==> src/rtl/universal_shift_reg.sv <==
// Universal shift register: hold / shift up / shift down / parallel load, with
// a saturating shift counter and a frame-done pulse. Rotate feedback is built in with USR_ROTATE_EN.
module universal_shift_reg #(
  parameter int unsigned DATA_W = 1,
  parameter int unsigned DEPTH  = 8
) (
  input  logic                         clk,
  input  logic                         reset,
  input  logic                         en,
  input  logic [1:0]                   mode,
  input  logic [DATA_W-1:0]            s_in,
  input  logic                         rot,
  input  logic [DEPTH*DATA_W-1:0]      p_in,
  output logic [DEPTH*DATA_W-1:0]      p_out,
  output logic [DATA_W-1:0]            s_out_up,
  output logic [DATA_W-1:0]            s_out_dn,
  output logic [$clog2(DEPTH+1)-1:0]   cnt,
  output logic                         done
);

  localparam int unsigned TOTAL_W = DEPTH * DATA_W;
  localparam int unsigned CNT_W   = $clog2(DEPTH + 1);
  localparam logic [CNT_W-1:0] CNT_MAX  = CNT_W'(DEPTH);
  localparam logic [CNT_W-1:0] CNT_LAST = CNT_W'(DEPTH - 1);

  localparam logic [1:0] MODE_HOLD = 2'b00;
  localparam logic [1:0] MODE_UP   = 2'b01;
  localparam logic [1:0] MODE_DN   = 2'b10;
  localparam logic [1:0] MODE_LOAD = 2'b11;

  logic [TOTAL_W-1:0] r_data;
  logic [CNT_W-1:0]   r_cnt;
  logic               r_done;

  logic [TOTAL_W-1:0] w_data_next;
  logic [CNT_W-1:0]   w_cnt_next;
  logic               w_done_next;
  logic [DATA_W-1:0]  w_fill_up;
  logic [DATA_W-1:0]  w_fill_dn;

  // Serial feed for each direction: s_in, or the opposite end lane when rotating.
`ifdef USR_ROTATE_EN
  assign w_fill_up = rot ? r_data[TOTAL_W-1 -: DATA_W] : s_in;
  assign w_fill_dn = rot ? r_data[DATA_W-1:0]          : s_in;
`else
  logic w_unused_rot;
  assign w_unused_rot = rot;
  assign w_fill_up    = s_in;
  assign w_fill_dn    = s_in;
`endif

  always_comb begin
    w_data_next = r_data;
    w_cnt_next  = r_cnt;
    w_done_next = 1'b0;
    if (en) begin
      case (mode)
        MODE_UP: begin
          w_data_next = {r_data[TOTAL_W-DATA_W-1:0], w_fill_up};
          if (r_cnt != CNT_MAX) w_cnt_next = r_cnt + CNT_W'(1);
          w_done_next = (r_cnt == CNT_LAST);
        end
        MODE_DN: begin
          w_data_next = {w_fill_dn, r_data[TOTAL_W-1:DATA_W]};
          if (r_cnt != CNT_MAX) w_cnt_next = r_cnt + CNT_W'(1);
          w_done_next = (r_cnt == CNT_LAST);
        end
        MODE_LOAD: begin
          w_data_next = p_in;
          w_cnt_next  = '0;
        end
        MODE_HOLD: begin
          w_data_next = r_data;
        end
        default: begin
          w_data_next = r_data;
        end
      endcase
    end
  end

  always_ff @(posedge clk) begin
    if (reset) begin
      r_data <= '0;
      r_cnt  <= '0;
      r_done <= 1'b0;
    end else begin
      r_data <= w_data_next;
      r_cnt  <= w_cnt_next;
      r_done <= w_done_next;
    end
  end

  assign p_out    = r_data;
  assign s_out_up = r_data[TOTAL_W-1 -: DATA_W];
  assign s_out_dn = r_data[DATA_W-1:0];
  assign cnt      = r_cnt;
  assign done     = r_done;

endmodule

==> config.mk <==
export PLATFORM = sky130hd
export DESIGN_NAME = universal_shift_reg
export DESIGN_NICKNAME = d
export VERILOG_FILES = /design/src/rtl/universal_shift_reg.sv
export SDC_FILE = /design/constraint.sdc
export NUM_CORES = 1
export LEC_CHECK = 0
export CORE_UTILIZATION = 43
export CTS_BUF_LIST = sky130_fd_sc_hd__clkbuf_8
export CTS_CLUSTER_DIAMETER = 50
export DETAILED_ROUTE_END_ITERATION = 8
export PLACE_DENSITY = 0.82
export SLEW_MARGIN = 20
export SYNTH_ARGS = -nofsm -noshare
export SYNTH_HDL_FRONTEND = slang
export SYNTH_SLANG_ARGS = --single-unit
==> constraint.sdc <==
create_clock -name clk -period 4.3 [get_ports clk]
set_clock_uncertainty 0.1 [all_clocks]
set_input_delay 0.86 -clock clk [delete_from_list [all_inputs] [get_ports clk]]
set_output_delay 0.86 -clock clk [all_outputs]
set_load 0.02 [all_outputs]
After elaboration in Yosys (flattened, before gate mapping)
Cells that the tools add are included.
{"block": "op_classes", "n_mux": 3, "eq_ne": 6, "bitwise": 3, "n_reduce_logical": 6, "add_sub_neg": 1}
{"op": "case mux 8 bit (3 select lines)", "count": 1}
{"op": "case mux 4 bit (2 select lines)", "count": 1}
{"op": "adder 4 x 1 -> 4 bit (second input constant)", "count": 1}
{"op": "equality test 2 bit (second input constant)", "count": 2}
{"op": "equality test 4 x 3 -> 1 bit (second input constant)", "count": 1}
{"op": "2-to-1 mux 4 bit", "count": 1}
{"op": "!= test 4 bit (second input constant)", "count": 1}
{"op": "inverter 1 bit", "count": 3}
{"op": "AND reduction 3 bit", "count": 1}
{"op": "OR reduction 3 bit", "count": 1}
{"op": "equality test 2 x 1 -> 1 bit (second input constant)", "count": 1}
{"op": "zero test 2 bit", "count": 1}
{"op": "!= test 2 x 1 -> 1 bit (second input constant)", "count": 1}
{"op": "AND reduction 2 bit", "count": 1}
{"op": "nonzero test 2 bit", "count": 1}
{"op": "OR reduction 2 bit", "count": 1}
{"block": "totals", "reg_bits": 13, "output_inout_bits": 15, "in_bits": 15}

Depth between registers and ports, before layout
Gate-level depths: netlist (run 1).
{"block": "logic_depth", "ltp_word": 4, "mapped_depth": 7, "depth_no_buf": 5}

Worst setup path after synthesis (run 1)
OpenSTA, ideal clock, no wires.
{"block": "synth_path", "path_type": "input -> register", "from": "input mode[0]", "to": "register r_cnt[1] (netlist: cnt[1])", "setup_slack_ns": 2.112, "cell_stages": 5, "required_time_ns": 4.130, "n_path_buf": 0, "t_arrival_ns": 2.018, "path_cell_list": "inv_1 ha_1 and4b_4 or4b_1 a21oi_1"}
{"block": "synth_between", "elab_chain_cells": 4}
{"item": "from (decl)", "line_no": "10", "text": "input logic [1:0] mode,"}
{"item": "equality test 2 bit / equality test 2 x 1 -> 1 bit (equally long branches)", "line_no": "57", "text": "case (mode)"}
{"item": "OR reduction 2 bit (no line)"}
{"item": "!= test 2 x 1 -> 1 bit (no line) / nonzero test 2 bit (equally long branches)"}
{"item": "AND reduction 3 bit (no line)"}
{"item": "to (signal assigned)", "line_no": "89", "text": "r_cnt <= w_cnt_next;"}
{"item": "to (decl)", "line_no": "32", "text": "logic [CNT_W-1:0] r_cnt;"}
Several ways; a longest one is shown, not always the timed one.
A chain may end at the register's enable or synchronous reset.

Worst setup path after layout (run 1)
{"block": "layout_path", "from": "input mode[1]", "to": "register r_cnt[1] (netlist: cnt[1])"}
The elaborated chain is that of the path after synthesis.

==> Flow_metrics.wiki, run 1 <==
{| class="wikitable"
! Metric !! Value
|-
| Setup-violating endpoint count in the final report || 0
|-
| Final setup TNS || 0 ns
|-
| # port buffers || 28
|-
| Post-CTS Setup Repair Bufs || 0
|-
| Number of inserted diodes || 0
|-
| Number of distinct standard cells referenced by the synthesized netlist || 23
|-
| DRT antenna net count || 0
|-
| Wire length of the first global-routing pass || 2.74 mm
|-
| Reg clk slew, reported paths || 0.06 ns
|-
| Biggest area consumer among synthesized cells || dfxtp_1
|-
| Worst hold slack || 0.410 ns
|-
| Routability Congestion || 0.814
|-
| Height of the die || 42.6 µm
|-
| Setup repair after global routing missed its margin || false
|-
| Via count || 748
|-
| Most frequent cell after synthesis || dfxtp_1
|-
| Final net count || 131
|-
| Largest net degree at the start of global routing || 17
|-
| Count of warnings emitted by yosys || 0
|-
| Post-route DRC violation count || 0
|-
| Required time worst endpoint || 4.37 ns
|-
| Internal || 0.226 mW
|-
| Clock power share || 0.343
|-
| Most used flip-flop cell after synthesis || dfxtp_1
|-
| P&R area growth vs syn || 43.7%
|-
| Minimum period implied by the final worst setup slack || 2.73 ns
|-
| Fraction of synthesized cell area taken by the top area cell type || 0.367
|-
| Sequential cell fraction of total power || 0.432
|-
| Global-route total usage across every layer || 0.195
|-
| Htree depth || 1
|-
| Detail Placement HPWL || 1.24 mm
|-
| Syn Nets || 105
|-
| Count of pins on the block boundary || 30
|-
| Final Max Tran Viols || 0
|-
| Worst setup path class || primary input to flop
|-
| First DRT Iteration DRCs || 31
|-
| Area of the multi-input gates || 399 µm²
|-
| Quantity of gates resized following cts || 0
|-
| First-pass DRT Iterations || 5
|-
| Post-Syn Area per Cell || 8.35 µm²
|-
| Worst VDD drop || 0.000232 V
|-
| Starting density of the core || 0.466
|-
| Run status || finished, final reports clean
|-
| Core ar. || 1520 µm²
|-
| Max capacitance violation total || 0
|-
| Psw || 0.0862 mW
|-
| Max-Slew Margin vs Limit || 0.348
|-
| Power per unit of standard cell area || 306 nW/µm²
|-
| Register area || 260 µm²
|-
| Highest Clock Rate || 366 MHz
|-
| Critical Path End Type || flop
|-
| Reported leakage power || 0.364 nW
|-
| Overall overflow remaining after global route || 0
|-
| Die area || 1820 µm²
|-
| Kind of launch point of the worst setup path || primary input
|-
| Number of buffers created by CTS || 3
|-
| Transition at the pin with the smallest max-transition slack || 0.976 ns
|-
| Initial antenna violation count || 0
|-
| Post-layout total power || 0.312 mW
|-
| Seq/Total Area, Yosys || 0.367
|-
| Final worst path period share || 0.635
|-
| Count of flip-flops with a built-in enable after synthesis || 0
|-
| Sw Ratio || 0.276
|-
| CTS Root Buffer Type || clkbuf_8
|-
| Via count of the first global-routing pass || 639
|-
| Hold Violations, Final || 0
|-
| Top fanout value on the critical path || 15
|-
| Chip width || 42.6 µm
|-
| # fillers || 135
|-
| Number of sinks handled by clock tree synthesis || 13
|-
| Combined area of all synthesized cells || 709 µm²
|-
| Arr. time, crit path || 2.80 ns
|-
| Gate power share || 0.225
|-
| Clock latency on the worst-skew pair || 0.24 ns
|-
| CTS tree || yes
|-
| Count of hold buffers inserted by post-cts repair || 0
|-
| Site row count || 14
|-
| Final WL || 1.69 mm
|-
| Post-synthesis cell count || 85
|-
| WL/cell || 13.4 µm
|-
| Buffer levels on the longest clock path || 2
|-
| Worst hold-check path type || flop to flop
|-
| Share of final-layout standard cells stronger than drive strength 1 || 0.0364
|-
| Final standard cell utilization of the core || 0.669
|-
| Commonest cells in the synthesized netlist || dfxtp_1, nand2_1, nor2_1
|-
| Top cells by area, synth || dfxtp_1, a311oi_1, ha_1
|-
| Number of storage elements in the synthesis netlist || 13
|-
| FFs w/ async S/R, synth || 0
|-
| Average vias per placed instance || 5.94
|}
## final timing paths
check | start | to | slack (ns) | cells past startpoint
max | mode[1] | cnt[1]$_SDFFE_PP0P_ | 1.57 | 5
min | p_out[6]$_SDFFE_PP0P_ | p_out[7]$_SDFFE_PP0P_ | 0.41 | 2
max reg2reg | cnt[0]$_SDFFE_PP0P_ | cnt[1]$_SDFFE_PP0P_ | 2.55 | 5
min reg2reg | p_out[6]$_SDFFE_PP0P_ | p_out[7]$_SDFFE_PP0P_ | 0.41 | 2
## area by class of cell
type,instances,area share
multi-input combinational,61,0.391
timing repair buffer,28,0.275
sequential,13,0.255
clock buffer,3,0.0405
tap,16,0.0196
inverter,4,0.0147
clock inverter,1,0.00368
## logic make-up after synthesis
logic type	count (synthesis)	share of synthesized area
buffers and inverters	11	0.0705
adder cells (fa/ha/maj)	5	0.0882
AND/OR/NAND/NOR	30	0.213
flip-flops	13	0.367
AO/OA/AOI/OAI	26	0.261
## registers in the layout, summed over array words and instances (netlist names)
name   count
p_out      8
cnt        4
done       1
## power groups by stage
stage	Clock [mW]	Combinational (mW)	Sequential, mW
finish	0.107	0.0702	0.135
global route	0.112	0.0760	0.136
CTS	0.107	0.0704	0.135
detailed placement	0	0.0701	0.137
global placement	0	0.0687	0.137
floorplan	0	0.0300	0.144
## stage by stage
step / std cells / setup slack (ns) / instance area [µm²]
detailed placement: 122 / 1.31 / 975
finish: 126 / 1.57 / 1020
floorplan: 85 / 2.11 / 709
global placement: 122 / 1.35 / 975
CTS: 126 / 1.56 / 1020
global route: 126 / 1.38 / 1020
## worst max-delay path, stage by stage
cell,delay (ns)
clkdlybuf4s50_1,0.50
ha_1,0.47
o21ai_0,0.29
or4b_1,0.52
a21oi_1,0.15
## per-layer routing
layer | wire [µm] | global-route usage
met1 | 770 | 0.259
met5 | 0 | 0
met4 | 27 | 0.0938
met3 | 93 | 0.0345
met2 | 794 | 0.303
## cells in the final DEF (no fill, tap or decap)
cell type,n
a22oi_1,8
ha_1,5
a21oi_1,3
nor3_1,2
o31ai_1,1
clkdlybuf4s50_1,28
nand2_1,10
or4_1,1
nor4_1,1
and4b_4,1
nor2_1,9
nand3_1,2
a31oi_1,2
dfxtp_1,13
and3b_1,1
clkbuf_8,3
a311oi_1,8
o21ai_0,4
nor2b_1,1
or4b_1,1
nand3b_1,1
inv_1,5
Power figures use the tool's default switching activity.
==> inputs of run 2 (changes only) <==
--- a/config.mk
+++ b/config.mk
@@ -5,11 +5,11 @@
 export SDC_FILE = /design/constraint.sdc
 export NUM_CORES = 1
 export LEC_CHECK = 0
-export CORE_UTILIZATION = 43
+export CORE_UTILIZATION = 39
 export CTS_BUF_LIST = sky130_fd_sc_hd__clkbuf_8
 export CTS_CLUSTER_DIAMETER = 50
 export DETAILED_ROUTE_END_ITERATION = 8
-export PLACE_DENSITY = 0.82
+export PLACE_DENSITY = 0.78
 export SLEW_MARGIN = 20
 export SYNTH_ARGS = -nofsm -noshare
 export SYNTH_HDL_FRONTEND = slang
==> constraint.sdc (replaced) <==
create_clock -name clk -period 2.22 [get_ports clk]
set_clock_uncertainty 0.1 [all_clocks]
set_input_delay 0.444 -clock clk [delete_from_list [all_inputs] [get_ports clk]]
set_output_delay 0.444 -clock clk [all_outputs]
set_load 0.02 [all_outputs]
==> run 2 against run 1 <==
Net effect: hold slack gained 0.00096 ns; power rose by 99%; register-to-register slack got worse by 2.0 ns; die area up 9.8%; clock power grew 96%; via count increased by 5.6%; critical path depth is 1 higher; final cell count increased by 14%; first-iteration DRC count is 19% lower; sequential cell count unchanged.
==> Flow_metrics.wiki, run 2 (synthesized netlist as in run 1, its figures left out) <==
{| class="wikitable"
! Metric !! Value
|-
| Worst setup path class || primary input to flop
|-
| # fillers || 152
|-
| Clock latency on the worst-skew pair || 0.24 ns
|-
| First DRT Iteration DRCs || 25
|-
| Routability Congestion || 0.754
|-
| Global routing usage on met3 || 0.0286
|-
| Most common cell after layout, fill and taps aside || clkdlybuf4s50_1
|-
| Core ar. || 1710 µm²
|-
| Setup-violating endpoint count in the final report || 0
|-
| Least setup slack across all paths after layout || 0.147 ns
|-
| Quantity of gates resized following cts || 0
|-
| WL/cell || 12.9 µm
|-
| Wire length of the first global-routing pass || 3.05 mm
|-
| Power per unit of standard cell area || 565 nW/µm²
|-
| Cell family contributing the most delay on the critical path || simple AND/OR/NAND/NOR gates
|-
| Initial antenna violation count || 0
|-
| Largest net degree at the start of global routing || 17
|-
| Htree depth || 1
|-
| Max-Slew Margin vs Limit || 0.668
|-
| Kind of launch point of the worst setup path || primary input
|-
| Number of sinks handled by clock tree synthesis || 13
|-
| Count of pins on the block boundary || 30
|-
| Run status || finished, final reports clean
|-
| Final worst path period share || 0.934
|-
| Pre-CTS WS || -0.113 ns
|-
| Hold Violations, Final || 0
|-
| Flip-flop count of the largest register after layout || 8
|-
| Highest-utilization routing layer at the global route stage || met2
|-
| CTS Root Buffer Type || clkbuf_8
|-
| Final standard cell utilization of the core || 0.643
|-
| Starting density of the core || 0.415
|-
| Max capacitance violation total || 0
|-
| Overall overflow remaining after global route || 0
|-
| Cell breakdown of the critical path || clkdlybuf4s50_1, inv_1, ha_1, and4b_4, or4b_1, a21oi_1
|-
| Final net count || 140
|-
| Buf+Inv Stages, Crit Path || 2
|-
| First-pass DRT Iterations || 4
|-
| Minimum period implied by the final worst setup slack || 2.07 ns
|-
| Worst hold-check path type || flop to flop
|-
| Setup repair after global routing missed its margin || false
|-
| DRT antenna net count || 0
|-
| Buffer levels on the longest clock path || 2
|-
| CTS tree || yes
|-
| Post-CTS Setup Repair Bufs || 0
|-
| Highest cell delay on the worst timing path || 0.49 ns
|-
| # placed instances || 140
|-
| Post-layout total power || 0.621 mW
|-
| Reg clk slew, reported paths || 0.06 ns
|-
| Required time worst endpoint || 2.29 ns
|-
| Post-route DRC violation count || 0
|-
| Die area || 1990 µm²
|-
| Share of final-layout standard cells stronger than drive strength 1 || 0.109
|-
| Standard cell with the maximum stage delay on the critical path || or4b_1
|-
| Worst VDD drop || 0.000293 V
|-
| Worst hold slack || 0.411 ns
|-
| M1 GR Usage || 0.267
|-
| Site row count || 15
|-
| Count of hold buffers inserted by post-cts repair || 0
|-
| Detail Placement HPWL || 1.33 mm
|-
| Top fanout value on the critical path || 4
|-
| Arr. time, crit path || 2.14 ns
|-
| Via count of the first global-routing pass || 716
|-
| Final Max Tran Viols || 0
|-
| Final WL || 1.86 mm
|-
| Chip width || 44.7 µm
|-
| # port buffers || 28
|-
| Global-route total usage across every layer || 0.207
|-
| Most frequent cells in the layout || clkdlybuf4s50_1, dfxtp_1, nand2_1, nor2_1, buf_4
|-
| Number of buffers created by CTS || 3
|-
| Highest Clock Rate || 482 MHz
|-
| Number of inserted diodes || 0
|-
| Reported leakage power || 0.408 nW
|-
| Transition at the pin with the smallest max-transition slack || 0.497 ns
|-
| Critical Path End Type || flop
|-
| Global routing met2 resource utilization || 0.335
|-
| Final non-filler cell total || 144
|-
| P&R area growth vs syn || 54.8%
|-
| Via count || 790
|-
| Average vias per placed instance || 5.49
|-
| Height of the die || 44.7 µm
|}
==> run 2: changes by cell type in the layout (fill, tap and decap cells not counted), sizes merged <==
cell / delta
buf: +9
==> run 2: tightest hold or removal path, delay by kind of cell, from the launching register on <==
family,cells,cell delay [ns]
AO/OA/AOI/OAI,1,0.07
flip-flops,1,0.33
AND/OR/NAND/NOR,1,0.06
==> run 2: layout make-up <==
| cell class | instances | area (µm²) | share of cell area |
|---|---|---|---|
| Tap cell | 25 | 31.3 | 0.0285 |
| Sequential cell | 13 | 260 | 0.237 |
| Inverter | 4 | 15.0 | 0.0137 |
| Multi-Input combinational cell | 61 | 399 | 0.363 |
| Clock buffer | 3 | 41.3 | 0.0376 |
| Timing Repair Buffer | 37 | 348 | 0.317 |
| Clock inverter | 1 | 3.75 | 0.00342 |
==> run 2: per-stage QoR <==
step	TNS (ns)	instance area [µm²]
floorplan	0	709
global placement	-0.0829	1050
detailed placement	-0.113	1050
CTS	0	1100
global route	0	1100
finish	0	1100
==> run 2: per-layer routing <==
metal / vias to the layer above / part of all wire / wire length (µm)
li1: 385 / - / -
met1: 379 / 0.45 / 837
met2: 22 / 0.49 / 922
met3: 4 / 0.044 / 82
met4: 0 / 0.011 / 21
met5: - / 0 / 0
==> run 2: worst paths after layout <==
path                    startpoint                     to  slack, ns  cells after the start
max                        mode[0]    cnt[1]$_SDFFE_PP0P_       0.15                      6
min reg2reg  p_out[0]$_SDFFE_PP0P_  p_out[1]$_SDFFE_PP0P_       0.41                      2
min          p_out[0]$_SDFFE_PP0P_  p_out[1]$_SDFFE_PP0P_       0.41                      2
max reg2reg    cnt[0]$_SDFFE_PP0P_    cnt[1]$_SDFFE_PP0P_       0.51                      5
==> run 2: power by group <==
group	switching [mW]	total, mW	internal (mW)
combinational	0.0717	0.150	0.0780
sequential	0.0147	0.261	0.247
clock	0.0877	0.210	0.122
total	0.174	0.621	0.447
